===== src/rtl/mem_stage_wb_reg_if.sv =====
// Data-memory bus between the MEM stage and a variable-latency data memory.
//   master (MEM stage): drives dmem_req/dmem_we/dmem_addr/dmem_wdata,
//                       receives dmem_rdata/dmem_ack.
//   slave  (memory)   : the mirror image.
interface mem_stage_wb_reg_if #(
  parameter int WORD_LEN = 16
);
  logic                dmem_req;
  logic                dmem_we;
  logic [WORD_LEN-1:0] dmem_addr;
  logic [WORD_LEN-1:0] dmem_wdata;
  logic [WORD_LEN-1:0] dmem_rdata;
  logic                dmem_ack;

  modport master (
    output dmem_req, dmem_we, dmem_addr, dmem_wdata,
    input  dmem_rdata, dmem_ack
  );

  modport slave (
    input  dmem_req, dmem_we, dmem_addr, dmem_wdata,
    output dmem_rdata, dmem_ack
  );
endinterface


===== src/rtl/mem_stage_wb_reg.sv =====
// MEM stage plus MEM/WB pipeline register.
// Takes the PR3_* bundle from EX/MEM, runs a req/ack access to the data memory
// (dmem bus interface), stalls upstream while an access is outstanding and
// registers the write-back bundle PR4_* for the WB stage.
// Ports:
//   clk, rst (async, active-low)
//   PR3_*    : EX/MEM bundle in
//   dmem     : data-memory bus (master side)
//   stall    : combinational hold for IF..EX/MEM registers
//   PR4_*    : MEM/WB bundle out
//   mem_err  : sticky access-timeout flag
// Optional feature macro: MEM_TIMEOUT_EN -- abort an access after TIMEOUT BUSY
// cycles without ack and set mem_err. Undefined: wait for ack indefinitely.
module mem_stage_wb_reg #(
  parameter int WORD_LEN  = 16,
  parameter int INSTR_LEN = 19,
  parameter int TIMEOUT   = 15
) (
  input  logic                 clk,
  input  logic                 rst,
  input  logic [WORD_LEN-1:0]  PR3_alu_out,
  input  logic [WORD_LEN-1:0]  PR3_RF_out2,
  input  logic [INSTR_LEN-1:0] PR3_instruction,
  input  logic                 PR3_MEM_read,
  input  logic                 PR3_MEM_write,
  input  logic                 PR3_sel_RF_write_src_MEM,
  input  logic                 PR3_RF_write_en,
  mem_stage_wb_reg_if.master   dmem,
  output logic                 stall,
  output logic [WORD_LEN-1:0]  PR4_wb_data,
  output logic [INSTR_LEN-1:0] PR4_instruction,
  output logic                 PR4_RF_write_en,
  output logic                 mem_err
);

  typedef enum logic {IDLE, BUSY} state_t;

  state_t                state_q, state_d;
  logic                  req_q, req_d;
  logic                  we_q, we_d;
  logic [WORD_LEN-1:0]   addr_q, addr_d;
  logic [WORD_LEN-1:0]   wdata_q, wdata_d;
  logic [WORD_LEN-1:0]   wb_q, wb_d;
  logic [INSTR_LEN-1:0]  ins_q, ins_d;
  logic                  rfwe_q, rfwe_d;
  logic                  stall_c;
  logic                  access;
  logic                  is_load;

`ifdef MEM_TIMEOUT_EN
  localparam int CNT_W = (TIMEOUT > 1) ? $clog2(TIMEOUT) : 1;
  logic [CNT_W-1:0] cnt_q, cnt_d;
  logic             err_q, err_d;
`endif

  assign access  = PR3_MEM_read | PR3_MEM_write;
  // Store wins when both read and write are set.
  assign is_load = PR3_MEM_read & ~PR3_MEM_write;

  always_comb begin
    state_d = state_q;
    req_d   = req_q;
    we_d    = we_q;
    addr_d  = addr_q;
    wdata_d = wdata_q;
    wb_d    = '0;
    ins_d   = '0;
    rfwe_d  = 1'b0;
    stall_c = 1'b0;
`ifdef MEM_TIMEOUT_EN
    cnt_d   = cnt_q;
    err_d   = err_q;
`endif
    case (state_q)
      IDLE: begin
        if (access) begin
          stall_c = 1'b1;
          addr_d  = PR3_alu_out;
          wdata_d = PR3_RF_out2;
          we_d    = PR3_MEM_write;
          req_d   = 1'b1;
          state_d = BUSY;
`ifdef MEM_TIMEOUT_EN
          cnt_d   = '0;
`endif
        end else begin
          wb_d   = PR3_alu_out;
          ins_d  = PR3_instruction;
          rfwe_d = PR3_RF_write_en;
        end
      end
      BUSY: begin
        // PR3 is held by stall, so its fields are still those of the access.
        if (dmem.dmem_ack) begin
          req_d   = 1'b0;
          state_d = IDLE;
          ins_d   = PR3_instruction;
          rfwe_d  = PR3_RF_write_en;
          wb_d    = (PR3_sel_RF_write_src_MEM & is_load) ? dmem.dmem_rdata : PR3_alu_out;
`ifdef MEM_TIMEOUT_EN
          cnt_d   = '0;
`endif
        end
`ifdef MEM_TIMEOUT_EN
        else if (cnt_q == CNT_W'(TIMEOUT - 1)) begin
          req_d   = 1'b0;
          state_d = IDLE;
          cnt_d   = '0;
          err_d   = 1'b1;
          ins_d   = PR3_instruction;
          wb_d    = PR3_alu_out;
          rfwe_d  = 1'b0;
        end
`endif
        else begin
          stall_c = 1'b1;
`ifdef MEM_TIMEOUT_EN
          cnt_d   = cnt_q + 1'b1;
`endif
        end
      end
      default: state_d = IDLE;
    endcase
  end

  always_ff @(posedge clk or negedge rst) begin
    if (!rst) begin
      state_q <= IDLE;
      req_q   <= 1'b0;
      we_q    <= 1'b0;
      addr_q  <= '0;
      wdata_q <= '0;
      wb_q    <= '0;
      ins_q   <= '0;
      rfwe_q  <= 1'b0;
`ifdef MEM_TIMEOUT_EN
      cnt_q   <= '0;
      err_q   <= 1'b0;
`endif
    end else begin
      state_q <= state_d;
      req_q   <= req_d;
      we_q    <= we_d;
      addr_q  <= addr_d;
      wdata_q <= wdata_d;
      wb_q    <= wb_d;
      ins_q   <= ins_d;
      rfwe_q  <= rfwe_d;
`ifdef MEM_TIMEOUT_EN
      cnt_q   <= cnt_d;
      err_q   <= err_d;
`endif
    end
  end

  // Stall is forced low while reset is asserted, even if PR3 requests access.
  assign stall           = stall_c & rst;
  assign dmem.dmem_req   = req_q;
  assign dmem.dmem_we    = we_q;
  assign dmem.dmem_addr  = addr_q;
  assign dmem.dmem_wdata = wdata_q;
  assign PR4_wb_data     = wb_q;
  assign PR4_instruction = ins_q;
  assign PR4_RF_write_en = rfwe_q;

`ifdef MEM_TIMEOUT_EN
  assign mem_err = err_q;
`else
  // Without the timeout there is no error source; only an illegal TIMEOUT
  // setting (< 1) would show here.
  assign mem_err = (TIMEOUT < 1);
`endif

endmodule


===== src/flat_wrapper.sv =====
// flat-port wrapper written by rule: the top's interface ports become plain ports
module mem_stage_wb_reg_flat 
#(
  parameter int WORD_LEN  = 16,
  parameter int INSTR_LEN = 19,
  parameter int TIMEOUT   = 15
)
  (clk, rst, PR3_alu_out, PR3_RF_out2, PR3_instruction, PR3_MEM_read, PR3_MEM_write, PR3_sel_RF_write_src_MEM, PR3_RF_write_en, stall, PR4_wb_data, PR4_instruction, PR4_RF_write_en, mem_err, dmem_dmem_req, dmem_dmem_we, dmem_dmem_addr, dmem_dmem_wdata, dmem_dmem_rdata, dmem_dmem_ack);
  mem_stage_wb_reg_if #(.WORD_LEN(WORD_LEN)) dmem_i ();
  input  logic clk;
  input  logic rst;
  input  logic [WORD_LEN-1:0] PR3_alu_out;
  input  logic [WORD_LEN-1:0] PR3_RF_out2;
  input  logic [INSTR_LEN-1:0] PR3_instruction;
  input  logic PR3_MEM_read;
  input  logic PR3_MEM_write;
  input  logic PR3_sel_RF_write_src_MEM;
  input  logic PR3_RF_write_en;
  output logic stall;
  output logic [WORD_LEN-1:0] PR4_wb_data;
  output logic [INSTR_LEN-1:0] PR4_instruction;
  output logic PR4_RF_write_en;
  output logic mem_err;
  output wire logic [$bits(dmem_i.dmem_req)-1:0] dmem_dmem_req;
  output wire logic [$bits(dmem_i.dmem_we)-1:0] dmem_dmem_we;
  output wire logic [$bits(dmem_i.dmem_addr)-1:0] dmem_dmem_addr;
  output wire logic [$bits(dmem_i.dmem_wdata)-1:0] dmem_dmem_wdata;
  input wire logic [$bits(dmem_i.dmem_rdata)-1:0] dmem_dmem_rdata;
  input wire logic [$bits(dmem_i.dmem_ack)-1:0] dmem_dmem_ack;
  assign dmem_dmem_req = dmem_i.dmem_req;
  assign dmem_dmem_we = dmem_i.dmem_we;
  assign dmem_dmem_addr = dmem_i.dmem_addr;
  assign dmem_dmem_wdata = dmem_i.dmem_wdata;
  assign dmem_i.dmem_rdata = dmem_dmem_rdata;
  assign dmem_i.dmem_ack = dmem_dmem_ack;
  mem_stage_wb_reg #(.WORD_LEN(WORD_LEN), .INSTR_LEN(INSTR_LEN), .TIMEOUT(TIMEOUT)) u_core (.clk(clk), .rst(rst), .PR3_alu_out(PR3_alu_out), .PR3_RF_out2(PR3_RF_out2), .PR3_instruction(PR3_instruction), .PR3_MEM_read(PR3_MEM_read), .PR3_MEM_write(PR3_MEM_write), .PR3_sel_RF_write_src_MEM(PR3_sel_RF_write_src_MEM), .PR3_RF_write_en(PR3_RF_write_en), .dmem(dmem_i), .stall(stall), .PR4_wb_data(PR4_wb_data), .PR4_instruction(PR4_instruction), .PR4_RF_write_en(PR4_RF_write_en), .mem_err(mem_err));
endmodule

===== config.mk =====
export PLATFORM = sky130hd
export DESIGN_NAME = mem_stage_wb_reg_flat
export DESIGN_NICKNAME = d
export VERILOG_FILES = /design/src/rtl/mem_stage_wb_reg_if.sv /design/src/rtl/mem_stage_wb_reg.sv /design/src/flat_wrapper.sv
export SDC_FILE = /design/constraint.sdc
export NUM_CORES = 1
export LEC_CHECK = 0
export CAP_MARGIN = 15
export CORE_ASPECT_RATIO = 0.8
export CORE_UTILIZATION = 35
export DETAILED_ROUTE_END_ITERATION = 8
export PLACE_DENSITY = 0.76
export SLEW_MARGIN = 15
export SYNTH_ARGS = -nofsm -noshare
export SYNTH_HDL_FRONTEND = slang
export SYNTH_SLANG_ARGS = --single-unit
export TNS_END_PERCENT = 5

===== constraint.sdc =====
create_clock -name clk -period 1.9 [get_ports clk]
set_input_delay 0.285 -clock clk [delete_from_list [all_inputs] [get_ports clk]]
set_output_delay 0.285 -clock clk [all_outputs]
set_load 0.005 [all_outputs]

==> flow_summary.json <==
{
  "synth-seq-area-share_pct": 69.5,
  "vias": 1838,
  "grt_max_degree": 72,
  "antenna_found_initial": 0,
  "die_y_um": 78.5,
  "grt_usage_pct": 17.6,
  "syn_area_um2": 2560,
  "cts_tree": "yes",
  "syn_avg_cell_area_um2": 15.7,
  "nNetsFinal": 395,
  "htree_levels": 3,
  "synth_compound_area_share_pct": 7.24,
  "synthToLayoutAreaGrowth_pct": 70.8,
  "io_buffers": 144,
  "grt_pass1_vias": 1941,
  "yosys_warnings": 0,
  "wl_per_cell_um": 15.3,
  "numCtsBuffers": 9,
  "fmax_mhz": 579,
  "cap_violations": 0,
  "arrival_ns": 1.44,
  "fin_ws_ns": 0.172,
  "synthXorXnorAreaFrac_pct": 0,
  "synth_seq_cells": 71,
  "layout_common_cells": "clkdlybuf4s50_1 (142), dfrtp_1 (71), mux2_2 (32), nor2b_1 (20), a22o_1 (16)",
  "ys_types": 20,
  "gr-total-overflow": 0,
  "routed_via_density": 4.45,
  "place_inst": 396,
  "ant_nets": 0,
  "fin_area_um2": 4370,
  "dr.first_iter.drc_count": 45,
  "cts_buffer_depth": 2,
  "required_ns": 1.62,
  "grt_use_met2_pct": 28.6,
  "place_ws_ns": -0.0909,
  "cp-end-kind": "output pin",
  "cp-start-kind": "input pin",
  "place.gp.congestion": 0.698,
  "use_met3_pct": 8.99,
  "fin_crit_sh_pct": 90.9,
  "placementRows": 27,
  "drc": 0,
  "n_antenna_cell": 0,
  "maxSlewViolCount": 0,
  "stdcell_count": 413,
  "syn_inst": 163,
  "die_w_um": 97.6,
  "cts_hold_buf": 0,
  "outcome": "complete, no violations",
  "place_area_um2": 4160,
  "max_slew.worst_pin.slew_ns": 0.888,
  "relSlewSlack_pct": 40.8,
  "wl_um": 6300,
  "grt.busiest_layer": "met2",
  "powerDensity_nw_per_um2": 929,
  "rsz0062_at_grt": "no",
  "cp_max_fo": 2,
  "initial_core_util_pct": 36.7,
  "setup_viol": 0,
  "clk_pin_slew_ns": 0.08,
  "peakVddDrop_uv": 483,
  "hpwl_um": 4590,
  "layout.cells.most_common": "clkdlybuf4s50_1",
  "synthAdderAreaFrac_pct": 0,
  "cts_sinks": 71,
  "yosys.area_share.simple_pct": 6.21,
  "power.leakage_nw": 1.88,
  "worstHoldPathType": "input pin to asynchronous set/reset pin",
  "critical_path_class": "input pin to output pin",
  "dr.pass1.iters": 4,
  "met1_usage_pct": 20.7,
  "core-area_um2": 6960,
  "hold_viol": 0,
  "synthMuxAreaShare_pct": 14.1,
  "fin_crit_ns": 1.73,
  "synth_fp_nets": 237,
  "dieArea_um2": 7650,
  "ios": 146,
  "insertion_delay_ns": 0.34,
  "cts_root_buf": "clkbuf_8",
  "final.setup_skew_ns": 0.0110,
  "drive_gt1_share_pct": 18.7,
  "grt_pass1_wl_um": 10100,
  "n_fill_cell": 550,
  "synth_top_family_by_area": "multiplexers"
}
==> cells in the mapped netlist <==
library cell	n	area, um^2
a21boi_0	1	7.51
a22o_1	16	140
and2_1	1	6.26
and3_1	1	6.26
buf_2	4	20.0
buf_4	2	15.0
buf_6	2	22.5
clkbuf_1	1	3.75
conb_1	1	3.75
dfrtp_1	71	1780
inv_1	3	11.3
mux2_2	32	360
nand2_1	1	3.75
nand2b_1	1	6.26
nand3b_1	1	7.51
nor2_1	1	3.75
nor2b_1	20	125
o21ai_0	2	10.0
o21bai_4	1	18.8
o31a_1	1	8.76
==> critical path, cell delays in order <==
cell	delay, ns
clkdlybuf4s50_1	0.42
o31a_1	0.32
and2_1	0.16
dlygate4sd2_1	0.26
==> final cells by class <==
cell class / instances / area (um^2) / share of cell area [%]
Clock inverter: 5 / 57.6 / 1.32
Multi-Input combinational cell: 80 / 708 / 16.2
Sequential cell: 71 / 1780 / 40.7
Clock buffer: 11 / 141 / 3.24
Tap cell: 87 / 109 / 2.49
Timing Repair Buffer: 156 / 1570 / 35.8
Inverter: 3 / 11.3 / 0.258
==> routing by layer <==
metal	part of all wire [%]	up-vias
met5	0	-
met4	0.36	0
met3	8.7	2
met2	49	86
met1	42	877
li1	-	873
==> state kept, by name, summed over array words and instances, names as in the netlist <==
register / flops
u_core.dmem.dmem_wdata: 16
u_core.PR4_instruction: 19
u_core.state_q: 1
u_core.dmem.dmem_we: 1
u_core.dmem.dmem_req: 1
u_core.PR4_RF_write_en: 1
u_core.PR4_wb_data: 16
u_core.dmem.dmem_addr: 16
==> report_power, final <==
| part | switching, mW | internal (mW) |
|---|---|---|
| combinational | 0.307 | 0.717 |
| sequential | 0.0967 | 1.73 |
| clock | 0.561 | 0.643 |
==> through the flow <==
stage               power [mW]  setup TNS (ns)  hold WS (ns)  utilization, %
floorplan                 2.16               0       -0.0106               -
global placement          2.87          -0.130         0.487            59.8
detailed placement        2.90           -1.13         0.494            59.8
CTS                       4.12               0         0.194            62.8
global route              4.28               0         0.225            62.8
finish                    4.06               0         0.177            62.8
==> final timing paths <==
| check | start | endpoint | slack [ns] | cells after the start |
|---|---|---|---|---|
| max in group asynchronous | rst | u_core.PR4_instruction[15] | 1.16 | 2 |
| worst min-delay path | rst | u_core.dmem.dmem_req | 0.18 | 2 |
| min in group clk | PR3_instruction[4] | u_core.PR4_instruction[4] | 0.48 | 2 |
| worst max register to register | u_core.state_q | u_core.PR4_wb_data[11] | 0.32 | 4 |
| worst max-delay path | PR3_MEM_write | stall | 0.17 | 4 |
| worst min register to register | u_core.dmem.dmem_wdata[3] | u_core.dmem.dmem_wdata[3] | 0.50 | 1 |
==> kinds of logic after synthesis <==
| logic type | after synthesis |
|---|---|
| muxes | 32 |
| DFF | 71 |
| and+or+nand+nor | 26 |
| other | 1 |
| buffers and inverters | 12 |
| AOI/OAI and AO/OA | 21 |
==> timing repair <==
| action | 4_1_cts | 5_1_grt |
|---|---|---|
| buffers inserted | 1 | 0 |
| hold endpoints to repair | 0 | 0 |
| resized for setup | 1 | 0 |
| endpoints found under the setup margin | 1 | 0 |
No activity file was read; power rests on OpenSTA's default activity.
